**src/rtl/serial_subtractor_if.sv**
```systemverilog
// Operand/result handshake bundle for serial_subtractor.
// Valid/ready: a transfer happens on a rising edge where valid && ready; the producer holds data stable while valid is high and ready is low.
interface serial_subtractor_if #(
    parameter int WIDTH = 8
);
    logic             in_valid;
    logic             in_ready;
    logic [WIDTH-1:0] a;
    logic [WIDTH-1:0] b;
    logic             bin;
    logic             out_valid;
    logic             out_ready;
    logic [WIDTH-1:0] diff;
    logic             bout;
    logic             busy;

    modport master (
        output in_valid, a, b, bin, out_ready,
        input  in_ready, out_valid, diff, bout, busy
    );

    modport slave (
        input  in_valid, a, b, bin, out_ready,
        output in_ready, out_valid, diff, bout, busy
    );
endinterface

```
**src/rtl/serial_subtractor.sv**
```systemverilog
// Bit-serial unsigned subtractor: diff = (a - b - bin) mod 2^WIDTH, one bit per clock, LSB first.
// Results land in a separate output register so diff/bout only change when an operation completes.
module serial_subtractor #(
    parameter int WIDTH = 8
) (
    input  logic                clk,
    input  logic                rst_n,
    serial_subtractor_if.slave  bus,
    output logic [1:0]          o_dbg_state
);
    localparam int CW = $clog2(WIDTH);

    generate
        if (WIDTH < 2 || WIDTH > 32) begin : g_bad_width
            $error("serial_subtractor: WIDTH must be in 2..32");
        end
    endgenerate

    typedef enum logic [1:0] {
        S_IDLE = 2'd0,
        S_RUN  = 2'd1,
        S_DONE = 2'd2
    } state_t;

    state_t           r_state;
    state_t           w_state_next;

    logic [WIDTH-1:0] r_a;
    logic [WIDTH-1:0] r_b;
    logic [WIDTH-1:0] r_res;
    logic [WIDTH-1:0] r_diff;
    logic             r_br;
    logic             r_bout;
    logic [CW-1:0]    r_cnt;

    logic             w_accept;
    logic             w_last;
    logic             w_ai;
    logic             w_bi;
    logic             w_d;
    logic             w_br_next;
    logic [WIDTH-1:0] w_res_next;

    assign w_accept   = (r_state == S_IDLE) && bus.in_valid;
    assign w_last     = (r_cnt == CW'(WIDTH - 1));
    assign w_ai       = r_a[0];
    assign w_bi       = r_b[0];
    assign w_d        = w_ai ^ w_bi ^ r_br;
    assign w_br_next  = (~w_ai & w_bi) | (~(w_ai ^ w_bi) & r_br);
    // Difference bits enter at the MSB so bit 0 reaches position 0 after WIDTH shifts.
    assign w_res_next = {w_d, r_res[WIDTH-1:1]};

    always_comb begin
        w_state_next = r_state;
        case (r_state)
            S_IDLE:  if (w_accept)      w_state_next = S_RUN;
            S_RUN:   if (w_last)        w_state_next = S_DONE;
            S_DONE:  if (bus.out_ready) w_state_next = S_IDLE;
            default:                    w_state_next = S_IDLE;
        endcase
    end

    always_ff @(posedge clk or negedge rst_n) begin
        if (!rst_n) begin
            r_state <= S_IDLE;
        end else begin
            r_state <= w_state_next;
        end
    end

    always_ff @(posedge clk or negedge rst_n) begin
        if (!rst_n) begin
            r_a    <= '0;
            r_b    <= '0;
            r_res  <= '0;
            r_br   <= 1'b0;
            r_cnt  <= '0;
            r_diff <= '0;
            r_bout <= 1'b0;
        end else begin
            case (r_state)
                S_IDLE: begin
                    if (w_accept) begin
                        r_a   <= bus.a;
                        r_b   <= bus.b;
                        r_br  <= bus.bin;
                        r_cnt <= '0;
                        r_res <= '0;
                    end
                end
                S_RUN: begin
                    r_a   <= r_a >> 1;
                    r_b   <= r_b >> 1;
                    r_br  <= w_br_next;
                    r_res <= w_res_next;
                    // Counter parks on WIDTH-1; its value is meaningless outside RUN.
                    if (w_last) begin
                        r_diff <= w_res_next;
                        r_bout <= w_br_next;
                    end else begin
                        r_cnt <= r_cnt + 1'b1;
                    end
                end
                default: begin
                end
            endcase
        end
    end

    assign bus.in_ready  = (r_state == S_IDLE);
    assign bus.busy      = (r_state == S_RUN);
    assign bus.out_valid = (r_state == S_DONE);
    assign bus.diff      = r_diff;
    assign bus.bout      = r_bout;
    assign o_dbg_state   = r_state;

    a_one_phase: assert property (@(posedge clk) disable iff (!rst_n)
        $onehot({bus.in_ready, bus.busy, bus.out_valid}));

    a_hold_done: assert property (@(posedge clk) disable iff (!rst_n)
        (bus.out_valid && !bus.out_ready) |=> (bus.out_valid && $stable(bus.diff) && $stable(bus.bout)));
endmodule

```
**src/flat_wrapper.sv**
```systemverilog
// flat-port wrapper written by rule: the top's interface ports become plain ports
module serial_subtractor_flat 
#(
    parameter int WIDTH = 8
)
  (clk, rst_n, o_dbg_state, bus_in_valid, bus_a, bus_b, bus_bin, bus_out_ready, bus_in_ready, bus_out_valid, bus_diff, bus_bout, bus_busy);
  serial_subtractor_if #(.WIDTH(WIDTH)) bus_i ();
  input  logic clk;
  input  logic rst_n;
  output logic [1:0] o_dbg_state;
  input wire logic [$bits(bus_i.in_valid)-1:0] bus_in_valid;
  input wire logic [$bits(bus_i.a)-1:0] bus_a;
  input wire logic [$bits(bus_i.b)-1:0] bus_b;
  input wire logic [$bits(bus_i.bin)-1:0] bus_bin;
  input wire logic [$bits(bus_i.out_ready)-1:0] bus_out_ready;
  output wire logic [$bits(bus_i.in_ready)-1:0] bus_in_ready;
  output wire logic [$bits(bus_i.out_valid)-1:0] bus_out_valid;
  output wire logic [$bits(bus_i.diff)-1:0] bus_diff;
  output wire logic [$bits(bus_i.bout)-1:0] bus_bout;
  output wire logic [$bits(bus_i.busy)-1:0] bus_busy;
  assign bus_i.in_valid = bus_in_valid;
  assign bus_i.a = bus_a;
  assign bus_i.b = bus_b;
  assign bus_i.bin = bus_bin;
  assign bus_i.out_ready = bus_out_ready;
  assign bus_in_ready = bus_i.in_ready;
  assign bus_out_valid = bus_i.out_valid;
  assign bus_diff = bus_i.diff;
  assign bus_bout = bus_i.bout;
  assign bus_busy = bus_i.busy;
  serial_subtractor #(.WIDTH(WIDTH)) u_core (.clk(clk), .rst_n(rst_n), .bus(bus_i), .o_dbg_state(o_dbg_state));
endmodule
```
**config.mk**
```make
export PLATFORM = sky130hd
export DESIGN_NAME = serial_subtractor_flat
export DESIGN_NICKNAME = d
export VERILOG_FILES = /design/src/rtl/serial_subtractor_if.sv /design/src/rtl/serial_subtractor.sv /design/src/flat_wrapper.sv
export SDC_FILE = /design/constraint.sdc
export NUM_CORES = 1
export LEC_CHECK = 0
export CORE_MARGIN = 2
export CORE_UTILIZATION = 45
export DETAILED_ROUTE_END_ITERATION = 10
export HOLD_SLACK_MARGIN = 0.03
export PLACE_DENSITY = 0.86
export SLEW_MARGIN = 0
export SYNTH_ARGS = -nofsm -noshare
export SYNTH_HDL_FRONTEND = slang
export SYNTH_SLANG_ARGS = --single-unit
export TNS_END_PERCENT = 1
```
**constraint.sdc**
```tcl
create_clock -name clk -period 1.5 [get_ports clk]
set_input_delay 0.3 -clock clk [delete_from_list [all_inputs] [get_ports clk]]
set_output_delay 0.3 -clock clk [all_outputs]
set_load 0.005 [all_outputs]
```
==> results of run 1 <==
-- timing repair --
| action | CTS | global route |
|---|---|---|
| endpoints found under the hold margin | 0 | 0 |
| endpoints found under the setup margin | 13 | 14 |
| gates cloned | 0 | 0 |
| resized for setup | 6 | 8 |
| buffers inserted | 1 | 2 |
-- power breakdown --
part	switching (mW)	internal [mW]	total, mW
registers	0.344	1.49	1.84
clock network	0.355	0.489	0.845
logic	0.835	1.10	1.93
-- critical path, delay by kind of cell, from the launching register on --
kind / cells / cell delay [ns]
adder cells (fa/ha/maj): 2 / 0.36
buffers and inverters: 1 / 0.15
multiplexers: 1 / 0.33
AND/OR/NAND/NOR: 1 / 0.13
flip-flops: 1 / 0.41
-- how the worst min path moves through the flow --
| stage | startpoint | end | slack [ns] | cells past startpoint |
|---|---|---|---|---|
| 5_1_grt | rst_n | u_core.bus.diff[1]$_DFFE_PN0P_ | 0.40 | 2 |
| 3_5_place_dp | u_core.bus.diff[1]$_DFFE_PN0P_ | u_core.bus.diff[1]$_DFFE_PN0P_ | 0.50 | 1 |
| 2_1_floorplan | rst_n | u_core.bus.bout$_DFFE_PN0P_ | 0.004 | 0 |
| 6_report | rst_n | u_core.r_b[7]$_DFFE_PN0P_ | 0.38 | 2 |
| 3_3_place_gp | u_core.bus.bout$_DFFE_PN0P_ | u_core.bus.bout$_DFFE_PN0P_ | 0.46 | 2 |
| 4_1_cts | rst_n | u_core.bus.diff[1]$_DFFE_PN0P_ | 0.38 | 2 |
-- sequential cells by signal, summed over array words and instances, names as in the netlist --
name and flops:
u_core.bus.diff 8, u_core.bus.bout 1, u_core.r_cnt 3, u_core.r_a 8, u_core.o_dbg_state 2, u_core.r_br 1, u_core.r_res 7, u_core.r_b 8
-- through the flow --
stage,cells,setup TNS (ns)
finish,251,0
global route,251,-0.242
CTS,249,-0.203
detailed placement,240,-0.00114
global placement,240,0
floorplan,156,0
-- layout make-up --
cell class | count | area (um^2) | share of cell area (%)
flip-flops and latches | 38 | 952 | 40.7
multi-input cells | 102 | 697 | 29.8
repair buffers | 51 | 504 | 21.6
clock buffers | 5 | 68.8 | 2.94
well taps | 48 | 60.1 | 2.57
clock inverters | 3 | 40.0 | 1.71
inverters | 4 | 15.0 | 0.642
-- synth_stat cells (all sizes together) --
master  count
o22ai      14
nor2b       1
ha          2
clkbuf      1
fa          1
inv         2
buf        11
o21ai       6
nor3       42
o31ai       1
clkinv      2
nand2       3
nor2        5
nand2b      2
mux2        9
nand3b      1
a22o       13
a21oi       1
a221oi      1
dfrtp      38
-- logic make-up after synthesis --
group	share of synthesized area, %
and+or+nand+nor	16.0
muxes	5.90
buffers and inverters	5.10
DFF	55.4
AOI/OAI and AO/OA	15.1
adders and majority gates	2.62
-- placed cells by master (no fill, tap or decap), types with 3 or more instances in the layout --
cell	n
sky130_fd_sc_hd__a22o_1	13
sky130_fd_sc_hd__o21ai_0	6
sky130_fd_sc_hd__nor3_1	42
sky130_fd_sc_hd__nor2_1	4
sky130_fd_sc_hd__clkdlybuf4s50_1	29
sky130_fd_sc_hd__clkbuf_8	5
sky130_fd_sc_hd__mux2_2	9
sky130_fd_sc_hd__o22ai_1	14
sky130_fd_sc_hd__nand2_1	3
sky130_fd_sc_hd__buf_4	13
sky130_fd_sc_hd__dfrtp_1	37
sky130_fd_sc_hd__buf_12	3
-- metal layers --
metal  wire length [um]  vias up  track usage [%]
met5                  0        -                0
met4                 65        0             9.64
met3                243        4             6.13
met2               1740       53             28.3
met1               1700      687             26.6
li1                   -      672                -
==> insert_results.sql, run 1 <==
INSERT INTO impl_metrics (metric_group, metric, value, unit) VALUES
('yosys', 'postSynthAreaPerCell', '11.0', 'um^2'),
('clocking', 'ctsRootBufferMaster', 'sky130_fd_sc_hd__clkbuf_8', ''),
('grt', 'overflow', '0', ''),
('timing', 'rsz0062_at_grt', 'true', ''),
('critical_path', 'worst_setup_path_start_kind', 'register', ''),
('clocking', 'worstSkewPairLatency', '0.29', 'ns'),
('yosys', 'synth.yosys.seq_area_share', '55.4', '%'),
('route', 'drcViolationCount', '0', ''),
('yosys', 'ys_types', '23', ''),
('route', 'routed_wl', '3.74', 'mm'),
('critical_path', 'worst_setup_path_end_kind', 'register', ''),
('critical_path', 'regToRegSetupSlack', '0.01', 'ns'),
('critical_path', 'worst_r2r_endpoint', 'u_core.bus.diff[6]$_DFFE_PN0P_', ''),
('clocking', 'clockBufferDepth', '2', ''),
('yosys', 'mappedNetlistArea', '1720', 'um^2'),
('die', 'die_y', '65.8', 'um'),
('grt', 'antenna_found_initial', '0', ''),
('die', 'die_area', '4330', 'um^2'),
('grt', 'vias_in_the_first_global_route', '1336', ''),
('place', 'place_ws', '-0.00114', 'ns'),
('die', 'std_cell_rows', '22', ''),
('critical_path', 'reg2reg_depth', '5', ''),
('timing', 'drv_slew', '0', ''),
('critical_path', 'worst-path-max-fanout', '11', ''),
('route', 'drt-vias-per-instance', '5.64', ''),
('critical_path', 'cp_data_arrival_time', '1.66', 'ns'),
('clocking', 'tritoncts', 'built', ''),
('die', 'core-area', '3660', 'um^2'),
('die', 'die_width', '65.8', 'um'),
('grt', 'grt_first_pass_wirelength', '6.22', 'mm'),
('timing', 'setup_ws_final', '0.0146', 'ns'),
('place', 'dpl_cell_area', '2190', 'um^2'),
('place', 'gp_routability_congestion', '0.773', ''),
('grt', 'track_usage', '19.6', '%'),
('timing', 'hold_viol', '0', ''),
('critical_path', 'worst_path_max_delay_cell', 'sky130_fd_sc_hd__dfrtp_1', ''),
('route', 'initialDrtViolationCount', '77', ''),
('critical_path', 'critical_path.reg2reg.startpoint', 'u_core.r_cnt[1]$_DFFE_PN0P_', ''),
('die', 'initial_utilization', '46.9', '%'),
('clocking', 'number_of_clock_sinks_seen_by_cts', '38', ''),
('cells_and_area', 'post_route_cells_drive_above_1_share', '20.7', '%'),
('clocking', 'cts-hold-fix-buffers', '0', ''),
('cells_and_area', 'fillerInstances', '279', ''),
('place', 'dp.final_hpwl', '2.49', 'mm'),
('yosys', 'synthesis.nets', '180', ''),
('power_and_ir_drop', 'power', '4.61', 'mW'),
('critical_path', 'timing.setup.critical_path_class', 'register to register', ''),
('timing', 'timing.max_slew.rel_slack', '83.8', '%'),
('status', 'outcome', 'complete, no violations', ''),
('critical_path', 'setup.worst_path.start', 'u_core.r_cnt[1]$_DFFE_PN0P_', ''),
('yosys', 'yosys_warnings', '0', ''),
('timing', 'tightestPinTransition', '0.241', 'ns'),
('timing', 'finalCritPeriodShare', '99.0', '%'),
('route', 'drt_pre_antenna_iters', '4', ''),
('timing', 'final-setup-viol-count', '0', ''),
('yosys', 'synthesis.instances', '156', ''),
('yosys', 'yosys.area.top_type', 'sky130_fd_sc_hd__dfrtp_1', ''),
('clocking', 'reg_clk_slew_reported_paths', '0.07', 'ns'),
('cells_and_area', 'antenna_cells', '0', ''),
('yosys', 'yosys-top-cells-area', 'sky130_fd_sc_hd__dfrtp_1, sky130_fd_sc_hd__nor3_1, sky130_fd_sc_hd__a22o_1', ''),
('power_and_ir_drop', 'power_density', '1970', 'nW/um^2'),
('grt', 'grt_max_degree', '39', ''),
('hold_path', 'hp-class', 'input pin to async pin', ''),
('critical_path', 'worst_path_largest_cell_delay', '0.41', 'ns'),
('timing', 'max_freq', '673', 'MHz'),
('timing', 'worst_case_hold_slack', '0.380', 'ns'),
('critical_path', 'worst-endpoint-required', '1.68', 'ns'),
('yosys', 'synth_seq_cells', '38', ''),
('cells_and_area', 'post-route-util', '63.8', '%'),
('place', 'place.port_buffers', '34', ''),
('power_and_ir_drop', 'p_leak', '1.02', 'nW');
(Power assumes the default switching activity.)
==> inputs of run 2 (changes only) <==
--- a/config.mk
+++ b/config.mk
@@ -6,10 +6,10 @@
 export NUM_CORES = 1
 export LEC_CHECK = 0
 export CORE_MARGIN = 2
-export CORE_UTILIZATION = 45
+export CORE_UTILIZATION = 40
 export DETAILED_ROUTE_END_ITERATION = 10
 export HOLD_SLACK_MARGIN = 0.03
-export PLACE_DENSITY = 0.86
+export PLACE_DENSITY = 0.79
 export SLEW_MARGIN = 0
 export SYNTH_ARGS = -nofsm -noshare
 export SYNTH_HDL_FRONTEND = slang
==> run 2 against run 1 <==
Net effect:
- wire length fell by 3.2%
- register-to-register slack improved by 0.02 ns
- critical path depth did not move
- fmax rose by 1.3%
- clock-buffer cell count did not move
- power fell by 1.8%
==> insert_results.sql, run 2 (synthesis results as in run 1) <==
INSERT INTO impl_metrics (metric_group, metric, value, unit) VALUES
('critical_path', 'worst-path-max-fanout', '5', ''),
('critical_path', 'cp_data_arrival_time', '1.65', 'ns'),
('place', 'gp_routability_congestion', '0.821', ''),
('hold_path', 'hp-class', 'input pin to async pin', ''),
('clocking', 'postCtsSetupRepairBufs', '0', ''),
('critical_path', 'timing.setup.critical_path_class', 'register to register', ''),
('critical_path', 'worst_path_max_delay_cell', 'sky130_fd_sc_hd__dfrtp_1', ''),
('critical_path', 'worst-endpoint-required', '1.68', 'ns'),
('grt', 'grt_max_degree', '39', ''),
('place', 'place_ws', '-0.0230', 'ns'),
('timing', 'tightestPinTransition', '0.238', 'ns'),
('place', 'dpl_cell_area', '2200', 'um^2'),
('route', 'drt-vias-per-instance', '5.49', ''),
('cells_and_area', 'finish.cell_count_without_fillers', '254', ''),
('clocking', 'ctsRootBufferMaster', 'sky130_fd_sc_hd__clkbuf_8', ''),
('grt', 'overflow', '0', ''),
('clocking', 'cts_resized', '7', ''),
('timing', 'final-setup-viol-count', '0', ''),
('cells_and_area', 'post_route_cells_drive_above_1_share', '20.1', '%'),
('timing', 'skew', '0.00441', 'ns'),
('clocking', 'reg_clk_slew_reported_paths', '0.08', 'ns'),
('status', 'outcome', 'complete, no violations', ''),
('cells_and_area', 'design.final.nets', '227', ''),
('timing', 'max_freq', '682', 'MHz'),
('die', 'die_width', '69.5', 'um'),
('power_and_ir_drop', 'power.share.switching', '32.9', '%'),
('die', 'std_cell_rows', '23', ''),
('grt', 'track_usage', '16.4', '%'),
('flow_run', 'max_cap_viol_count', '0', ''),
('critical_path', 'worst_path_largest_cell_delay', '0.41', 'ns'),
('cells_and_area', 'final_cell_mix', 'sky130_fd_sc_hd__nor3_1, sky130_fd_sc_hd__dfrtp_1, sky130_fd_sc_hd__clkdlybuf4s50_1', ''),
('power_and_ir_drop', 'max-vdd-ir-drop', '0.000829', 'V'),
('route', 'route.antenna.remaining_nets', '0', ''),
('power_and_ir_drop', 'power_density', '1950', 'nW/um^2'),
('critical_path', 'worst_setup_path_start_kind', 'register', ''),
('power_and_ir_drop', 'internal_power', '3.04', 'mW'),
('route', 'drt-wirelength-per-cell', '14.3', 'um'),
('grt', 'vias_in_the_first_global_route', '1364', ''),
('die', 'die_y', '69.5', 'um'),
('grt', 'grt_first_pass_wirelength', '6.33', 'mm'),
('timing', 'hold_viol', '0', ''),
('critical_path', 'critPathMostFrequentCell', 'sky130_fd_sc_hd__ha_2', ''),
('timing', 'setup_ws_final', '0.0342', 'ns'),
('clocking', 'tritoncts.num_buffers', '5', ''),
('grt', 'antenna_found_initial', '0', ''),
('route', 'drt_pre_antenna_iters', '4', ''),
('die', 'die_area', '4840', 'um^2'),
('clocking', 'clockBufferDepth', '2', ''),
('cells_and_area', 'area_growth_syn_to_layout', '34.9', '%'),
('clocking', 'cts-hold-fix-buffers', '0', ''),
('clocking', 'number_of_clock_sinks_seen_by_cts', '38', ''),
('timing', 'finalCritPeriodShare', '97.7', '%'),
('timing', 'drv_slew', '0', ''),
('power_and_ir_drop', 'power.share.sequential', '40.5', '%'),
('power_and_ir_drop', 'comb_power_share', '40.6', '%'),
('clocking', 'tritoncts', 'built', ''),
('place', 'place.port_buffers', '34', ''),
('die', 'core-area', '4060', 'um^2'),
('critical_path', 'timing.critical_path.buf_inv', '1', ''),
('die', 'initial_utilization', '42.3', '%'),
('timing', 'final.min_clock_period', '1.47', 'ns'),
('clocking', 'h-tree-depth', '2', ''),
('timing', 'timing.max_slew.rel_slack', '84.1', '%'),
('die', 'boundaryPins', '35', ''),
('cells_and_area', 'most_common_cell_after_layout_fill_and_taps_aside', 'sky130_fd_sc_hd__nor3_1', ''),
('critical_path', 'critical_path.top_delay_family', 'flip-flops', ''),
('power_and_ir_drop', 'p_leak', '1.00', 'nW'),
('critical_path', 'worst_setup_path_end_kind', 'register', ''),
('route', 'initialDrtViolationCount', '72', ''),
('timing', 'rsz0062_at_grt', 'true', ''),
('route', 'drcViolationCount', '0', ''),
('cells_and_area', 'finalInstanceArea', '2320', 'um^2'),
('cells_and_area', 'antenna_cells', '0', ''),
('power_and_ir_drop', 'switching_power_of_the_nets', '1.49', 'mW'),
('critical_path', 'worstPathCellList', 'ha_2 > ha_2 > nand3b_1 > buf_4 > mux2_2', ''),
('power_and_ir_drop', 'pwr-share-clk', '19.0', '%'),
('place', 'place_inst', '246', ''),
('clocking', 'worstSkewPairLatency', '0.29', 'ns'),
('route', 'route.vias.total', '1395', ''),
('route', 'routed_wl', '3.62', 'mm'),
('place', 'dp.final_hpwl', '2.62', 'mm');
[run 2: changes by cell type in the layout (fill, tap and decap cells not counted), moves of 2 or more]
cell,delta
sky130_fd_sc_hd__buf_12,-2
sky130_fd_sc_hd__buf_4,+3
sky130_fd_sc_hd__clkinv_2,-2
sky130_fd_sc_hd__clkinvlp_4,+2
sky130_fd_sc_hd__dlygate4sd2_1,+2
[run 2: routing by layer]
| layer | vias to the layer above | track usage, % | wire, um |
|---|---|---|---|
| met5 | - | 0 | 0 |
| met4 | 0 | 8.06 | 76 |
| met3 | 10 | 4.65 | 244 |
| met2 | 56 | 25.5 | 1710 |
| met1 | 654 | 21.1 | 1590 |
| li1 | 675 | - | - |
[run 2: path summary, 6_finish.rpt]
check / endpoint / depth (start not counted) / from / slack, ns
min reg2reg: u_core.bus.bout$_DFFE_PN0P_ / 2 / u_core.bus.bout$_DFFE_PN0P_ / 0.49
max: u_core.bus.diff[3]$_DFFE_PN0P_ / 5 / u_core.r_cnt[1]$_DFFE_PN0P_ / 0.03
max reg2reg: u_core.bus.diff[3]$_DFFE_PN0P_ / 5 / u_core.r_cnt[1]$_DFFE_PN0P_ / 0.03
min: u_core.r_res[6]$_DFFE_PN0P_ / 2 / rst_n / 0.38
min in group clk: u_core.bus.bout$_DFFE_PN0P_ / 2 / u_core.bus.bout$_DFFE_PN0P_ / 0.49
max in group asynchronous: u_core.o_dbg_state[0]$_DFFE_PN0P_ / 2 / rst_n / 0.92
[run 2: power by group through the flow]
| stage | clock (mW) | combinational, mW | sequential, mW |
|---|---|---|---|
| floorplan | 0 | 1.19 | 1.77 |
| global placement | 0 | 1.82 | 1.82 |
| detailed placement | 0 | 1.89 | 1.85 |
| CTS | 0.887 | 1.87 | 1.83 |
| global route | 0.928 | 2.07 | 1.90 |
| finish | 0.859 | 1.84 | 1.83 |
[run 2: per-stage QoR]
step | hold WS (ns) | power (mW) | util (%) | TNS, ns
3_5_place_dp | 0.485 | 3.74 | 54.2 | -0.0851
3_3_place_gp | 0.481 | 3.64 | 54.2 | 0
2_1_floorplan | 0.00441 | 2.97 | - | 0
6_report | 0.382 | 4.53 | 57.1 | 0
4_1_cts | 0.381 | 4.59 | 57.0 | -0.0212
5_1_grt | 0.396 | 4.90 | 57.1 | -0.121
[run 2: cell type report]
class	count	area [um^2]
flip-flops and latches	38	952
clock inverters	3	45.0
fillers	363	1740
well taps	50	62.6
inverters	4	15.0
multi-input cells	102	684
repair buffers	52	489
clock buffers	5	68.8
==> inputs of run 3 (changes only) <==
--- a/config.mk
+++ b/config.mk
@@ -8,6 +8,7 @@
 export CORE_MARGIN = 2
 export CORE_UTILIZATION = 40
 export DETAILED_ROUTE_END_ITERATION = 10
+export GPL_TIMING_DRIVEN = 1
 export HOLD_SLACK_MARGIN = 0.03
 export PLACE_DENSITY = 0.79
 export SLEW_MARGIN = 0
==> results of run 3 <==
Same layout as run 2: the final DEF is identical, and so are final timing and power.
==> RTL change 1 (flow settings as in run 1) <==
`WIDTH` is set to 8 in 3 places; all go to 4.
--- a/src/rtl/serial_subtractor_if.sv
+++ b/src/rtl/serial_subtractor_if.sv
@@ -3,3 +3,3 @@
 interface serial_subtractor_if #(
-    parameter int WIDTH = 8
+    parameter int WIDTH = 4
 );
--- a/src/rtl/serial_subtractor.sv
+++ b/src/rtl/serial_subtractor.sv
@@ -3,3 +3,3 @@
 module serial_subtractor #(
-    parameter int WIDTH = 8
+    parameter int WIDTH = 4
 ) (
--- a/src/flat_wrapper.sv
+++ b/src/flat_wrapper.sv
@@ -3,3 +3,3 @@
 #(
-    parameter int WIDTH = 8
+    parameter int WIDTH = 4
 )
Ports: changed (resized bus_a, bus_b and bus_diff); port bits go from 35 to 23. No check against the original RTL was run, so the function may have changed too.
==> RTL change 1 against run 1 <==
The flow now finishes with violations (negative setup slack). Combinational power fell by 16%. Clock power fell by 68%. Sequential cell count fell by 17. Core utilization rose by 6.7 points. Cell area fell by 40%. Sequential power fell by 46%. Via count fell by 45%. Final cell count fell by 42%. Synthesized area fell by 43%. Setup slack got worse by 53 ps. Total power fell by 37%. Routed wire length fell by 40%. Highest routed layer is now met3. Fmax fell by 3.4%. Clock skew fell by 0.51 ps.
==> RTL change 1: results (changes against run 1) <==
{| class="wikitable"
! Metric !! Value
|-
| Outcome || finished with violations
|-
| Violations in the final reports || negative setup slack
|-
| Total negative slack for setup checks || -38.1 ps (-38.1 ps)
|-
| Area fraction of clock buffers and clock inverters || 1.86% (-2.8 points)
|-
| Layout fillers || 143 (-49%)
|-
| Routed length on met2 || 1.14 mm (-35%)
|-
| Placed inst area || 1290 um2 (-41%)
|-
| Post-synthesis register bit count || 21 (-45%)
|-
| Cell count of the worst reg-to-reg path || 4 (-1)
|-
| Worst hold margin || 339 ps (-40.8 ps)
|-
| Met3 layer wire length in the routed design || 92 um (-62%)
|-
| Worst supply voltage drop on vdd || 1150 uV (+27%)
|-
| Sequential group share of total power || 34.3% (-5.5 points)
|-
| Met1 GRT Util || 24.8% (-1.8 points)
|-
| First-pass GRT wire length || 3.79 mm (-39%)
|-
| Count of inverters not on the clock network in the layout || 7 (+3)
|-
| Root buffer selected by CTS || clkbuf_4
|-
| HPWL after DPL || 1.54 mm (-38%)
|-
| Final Power || 2.89 mW (-37%)
|-
| Count of routing violations after the opening detailed-route iteration || 17 (-78%)
|-
| Source of the worst register-to-register timing path || u_core.o_dbg_state[0]
|-
| First element of the critical path || u_core.o_dbg_state[1]
|-
| Fraction of the yosys area taken by sequential cells || 53.8% (-1.5 points)
|-
| Post-CTS Resized || 18 (+12)
|-
| Post-Syn Nets || 90 (-50%)
|-
| # placed instances || 132 (-45%)
|-
| Multi-input gates || 43 (-58%)
|-
| Skew final || 3.55 ps (-0.513 ps)
|-
| Worst setup timing slack at the placement stage || -121 ps (-120 ps)
|-
| Non-clock buffers, area share || 27.1% (+5.5 points)
|-
| Weighted congestion at the end of routability-driven global placement || 0.830 (+7.3%)
|-
| Highest layer used for signal routing || met3
|-
| Via density per instance || 5.39 (-4.4%)
|-
| Clock power frac || 9.3% (-9.0 points)
|-
| Top cell types by occurrence after synthesis || 21 x dfrtp_1, 7 x inv_1, 4 x mux2_2
|-
| P_leak || 0.702 nW (-31%)
|-
| Number of buffers added for setup after CTS || 6 (+5)
|-
| Leading cell types by total area after synthesis || dfrtp_1 54%, mux2_2 4.6%, o221a_2 3.5%
|-
| Plain + repair buffers || 43 (-16%)
|-
| Endpoint of the worst-slack reg-to-reg timing path || u_core.r_a[2]
|-
| Cell count after synthesis || 75 (-52%)
|-
| Met2 Resource Use GR || 34.0% (+5.7 points)
|-
| Number of setup violations in the final report || 1 (+1)
|-
| Length of routed wiring on met1 || 1.02 mm (-40%)
|-
| Share of cells above drive strength 1 || 37.3% (+17 points)
|-
| Via total after detailed routing || 782 (-45%)
|-
| Switching power || 0.980 mW (-36%)
|-
| Register area || 528 um2 (-45%)
|-
| Largest net degree at the start of global routing || 22 (-44%)
|-
| Total CTS buffers || 3 (-2)
|-
| Fraction of area in multi-input gates || 29.4% (-0.41 points)
|-
| Clock edge transition at the registers on the reported setup and hold paths || 120 ps (+50 ps)
|-
| Worst path setup slack after routing || -38.1 ps (-52.7 ps)
|-
| H-tree levels || 1 (-1)
|-
| Worst-path maximum fanout || 5 (-6)
|}
## RTL change 1: cell count changes in the layout (fill, tap and decap cells not counted), sizes merged, moves of 4 or more
cell / before / now
inv: 3 / 7
nor2: 5 / 1
mux2: 9 / 4
nor3: 42 / 0
o21ai: 6 / 1
a22o: 13 / 3
dfrtp: 38 / 21
clkdlybuf4s50: 29 / 15
buf: 17 / 23
o22ai: 14 / 0
## RTL change 1: worst max-delay path, delay by kind of cell, from the launching register on
family | cells | cell delay [ps]
flip-flops | 1 | 440
buffers and inverters | 3 | 270
AND/OR/NAND/NOR | 1 | 230
## RTL change 1: cells by family (layout without fill, tap and decap cells)
group                      after synthesis  after routing  share of synthesized area, %
muxes                                    5              5                          5.64
buffers and inverters                   11             54                          6.03
adders and majority gates                2              2                          3.33
and+or+nand+nor                         18             18                          14.5
AOI/OAI and AO/OA                       18             18                          16.7
DFF                                     21             21                          53.8
==> RTL change 2 (flow settings as in run 1) <==
Made on the original files. Reset style: synchronous (`rst_n`), changed in 2 clocked blocks.
--- a/src/rtl/serial_subtractor.sv
+++ b/src/rtl/serial_subtractor.sv
@@ -62,3 +62,3 @@
 
-    always_ff @(posedge clk or negedge rst_n) begin
+    always_ff @(posedge clk) begin
         if (!rst_n) begin
@@ -70,3 +70,3 @@
 
-    always_ff @(posedge clk or negedge rst_n) begin
+    always_ff @(posedge clk) begin
         if (!rst_n) begin
Function: differs if rst_n is asserted again (counterexample within 4 cycles, from zero or initial values and one cycle with rst_n low); with rst_n held inactive, the same outputs for 10 cycles.
==> RTL change 2 against run 1 <==
Cell area is 3.7% lower. Setup slack better by 32 ps. Highest routed layer unchanged. Synthesized cell count is 8.3% higher. Count of clock-buffer cells in the layout stayed put. First-iteration DRC count is 52% lower. Routed wire length is 18% lower. Synthesized area is 1.8% lower. Via count is 8.8% lower. Sequential cell count stayed put. Largest cell class is now multi-input combinational cells.
Power is not compared: it rests on default switching activity, and its combinational part moved more than twofold at a synthesized area within 25%.
==> RTL change 2: results (changes against run 1) <==
{| class="wikitable"
! Metric !! Value
|-
| Outcome || finished clean
|-
| Post-CTS Resized || 13 (+7)
|-
| Number of different library cells in the post-synthesis netlist || 32 (+39%)
|-
| First-pass GRT wire length || 5.40 mm (-13%)
|-
| Average wire per cell in the routed design || 11.7 um (-22%)
|-
| Delay of the slowest cell on the worst path || 380 ps (-30 ps)
|-
| Via density per instance || 4.95 (-12%)
|-
| Primary FF master, synth || dfxtp_1
|-
| Count of nets after finishing || 236 (+4.4%)
|-
| Endpoint of the worst-slack reg-to-reg timing path || u_core.r_cnt[1]
|-
| Skew final || 6.33 ps (+2.28 ps)
|-
| Fraction of the yosys area taken by sequential cells || 45.1% (-10 points)
|-
| Met2 Resource Use GR || 28.8% (+0.54 points)
|-
| HPWL after DPL || 2.29 mm (-7.7%)
|-
| Number of global-route vias before repair || 1,288 (-3.6%)
|-
| Count of routing violations after the opening detailed-route iteration || 37 (-52%)
|-
| Weighted congestion at the end of routability-driven global placement || 0.723 (-6.5%)
|-
| Width of the die || 65.2 um (-0.86%)
|-
| Final Power || approximately 2.4 mW
|-
| Worst-path maximum fanout || 7 (-4)
|-
| Crit path max-delay cell type || dfxtp_4
|-
| Slack of the worst reg-to-reg path || 70 ps (+60 ps)
|-
| Area fraction in compound gates after synthesis || 19.3% (+4.2 points)
|-
| First element of the critical path || u_core.o_dbg_state[0]
|-
| Share of cells above drive strength 1 || 14.6% (-6.1 points)
|-
| Met1 GRT Util || 18.2% (-8.4 points)
|-
| Source of the worst register-to-register timing path || u_core.r_cnt[0]
|-
| Synthesized-area fraction occupied by adder cells || 2.67% (+0.049 points)
|-
| Proportion of register bits with asynchronous set or reset after synthesis || 0% (-100 points)
|-
| Length of routed wiring on met1 || 1.32 mm (-22%)
|-
| Met3 layer wire length in the routed design || 130 um (-47%)
|-
| Destination of the critical timing path || bus_out_valid
|-
| Multiplexer area fraction after synthesis || 8.31% (+2.4 points)
|-
| Overall fraction of global-route tracks in use || 16.7% (-2.9 points)
|-
| Largest net degree at the start of global routing || 21 (-46%)
|-
| Routed length on met2 || 1.54 mm (-11%)
|-
| Number of buffers added for setup after CTS || 0 (-1)
|-
| Routing usage on met3 || 4.97% (-1.2 points)
|-
| Slew headroom || 80.3% (-3.5 points)
|-
| Post-Syn Nets || 193 (+7.2%)
|}
-- RTL change 2: cell types whose count changed in the layout (fill, tap and decap cells not counted), sizes merged, moves of 12 or more --
| cell | delta |
|---|---|
| o22ai | -14 |
| mux2i | +14 |
| nor3 | -42 |
| nor2b | +12 |
| o211a | +14 |
| dfrtp | -38 |
| nand2 | +35 |
| a22o | -13 |
| dfxtp | +38 |
-- RTL change 2: area by class of cell --
| class | count | area (um2) |
|---|---|---|
| fillers | 316 | 1380 |
| multi-input cells | 117 | 822 |
| flip-flops and latches | 38 | 768 |
| repair buffers | 48 | 455 |
| clock buffers | 5 | 68.8 |
| clock inverters | 3 | 68.8 |
| well taps | 48 | 60.1 |
| inverters | 2 | 7.51 |
-- RTL change 2: through the flow --
stage	hold WS [ps]	setup slack, ps	instance area (um2)	std cells
floorplan	440	134	1690	169
global placement	442	-18.5	2100	253
detailed placement	449	-42.8	2100	253
CTS	460	35.2	2250	261
global route	484	9.17	2250	261
finish	455	46.2	2250	261
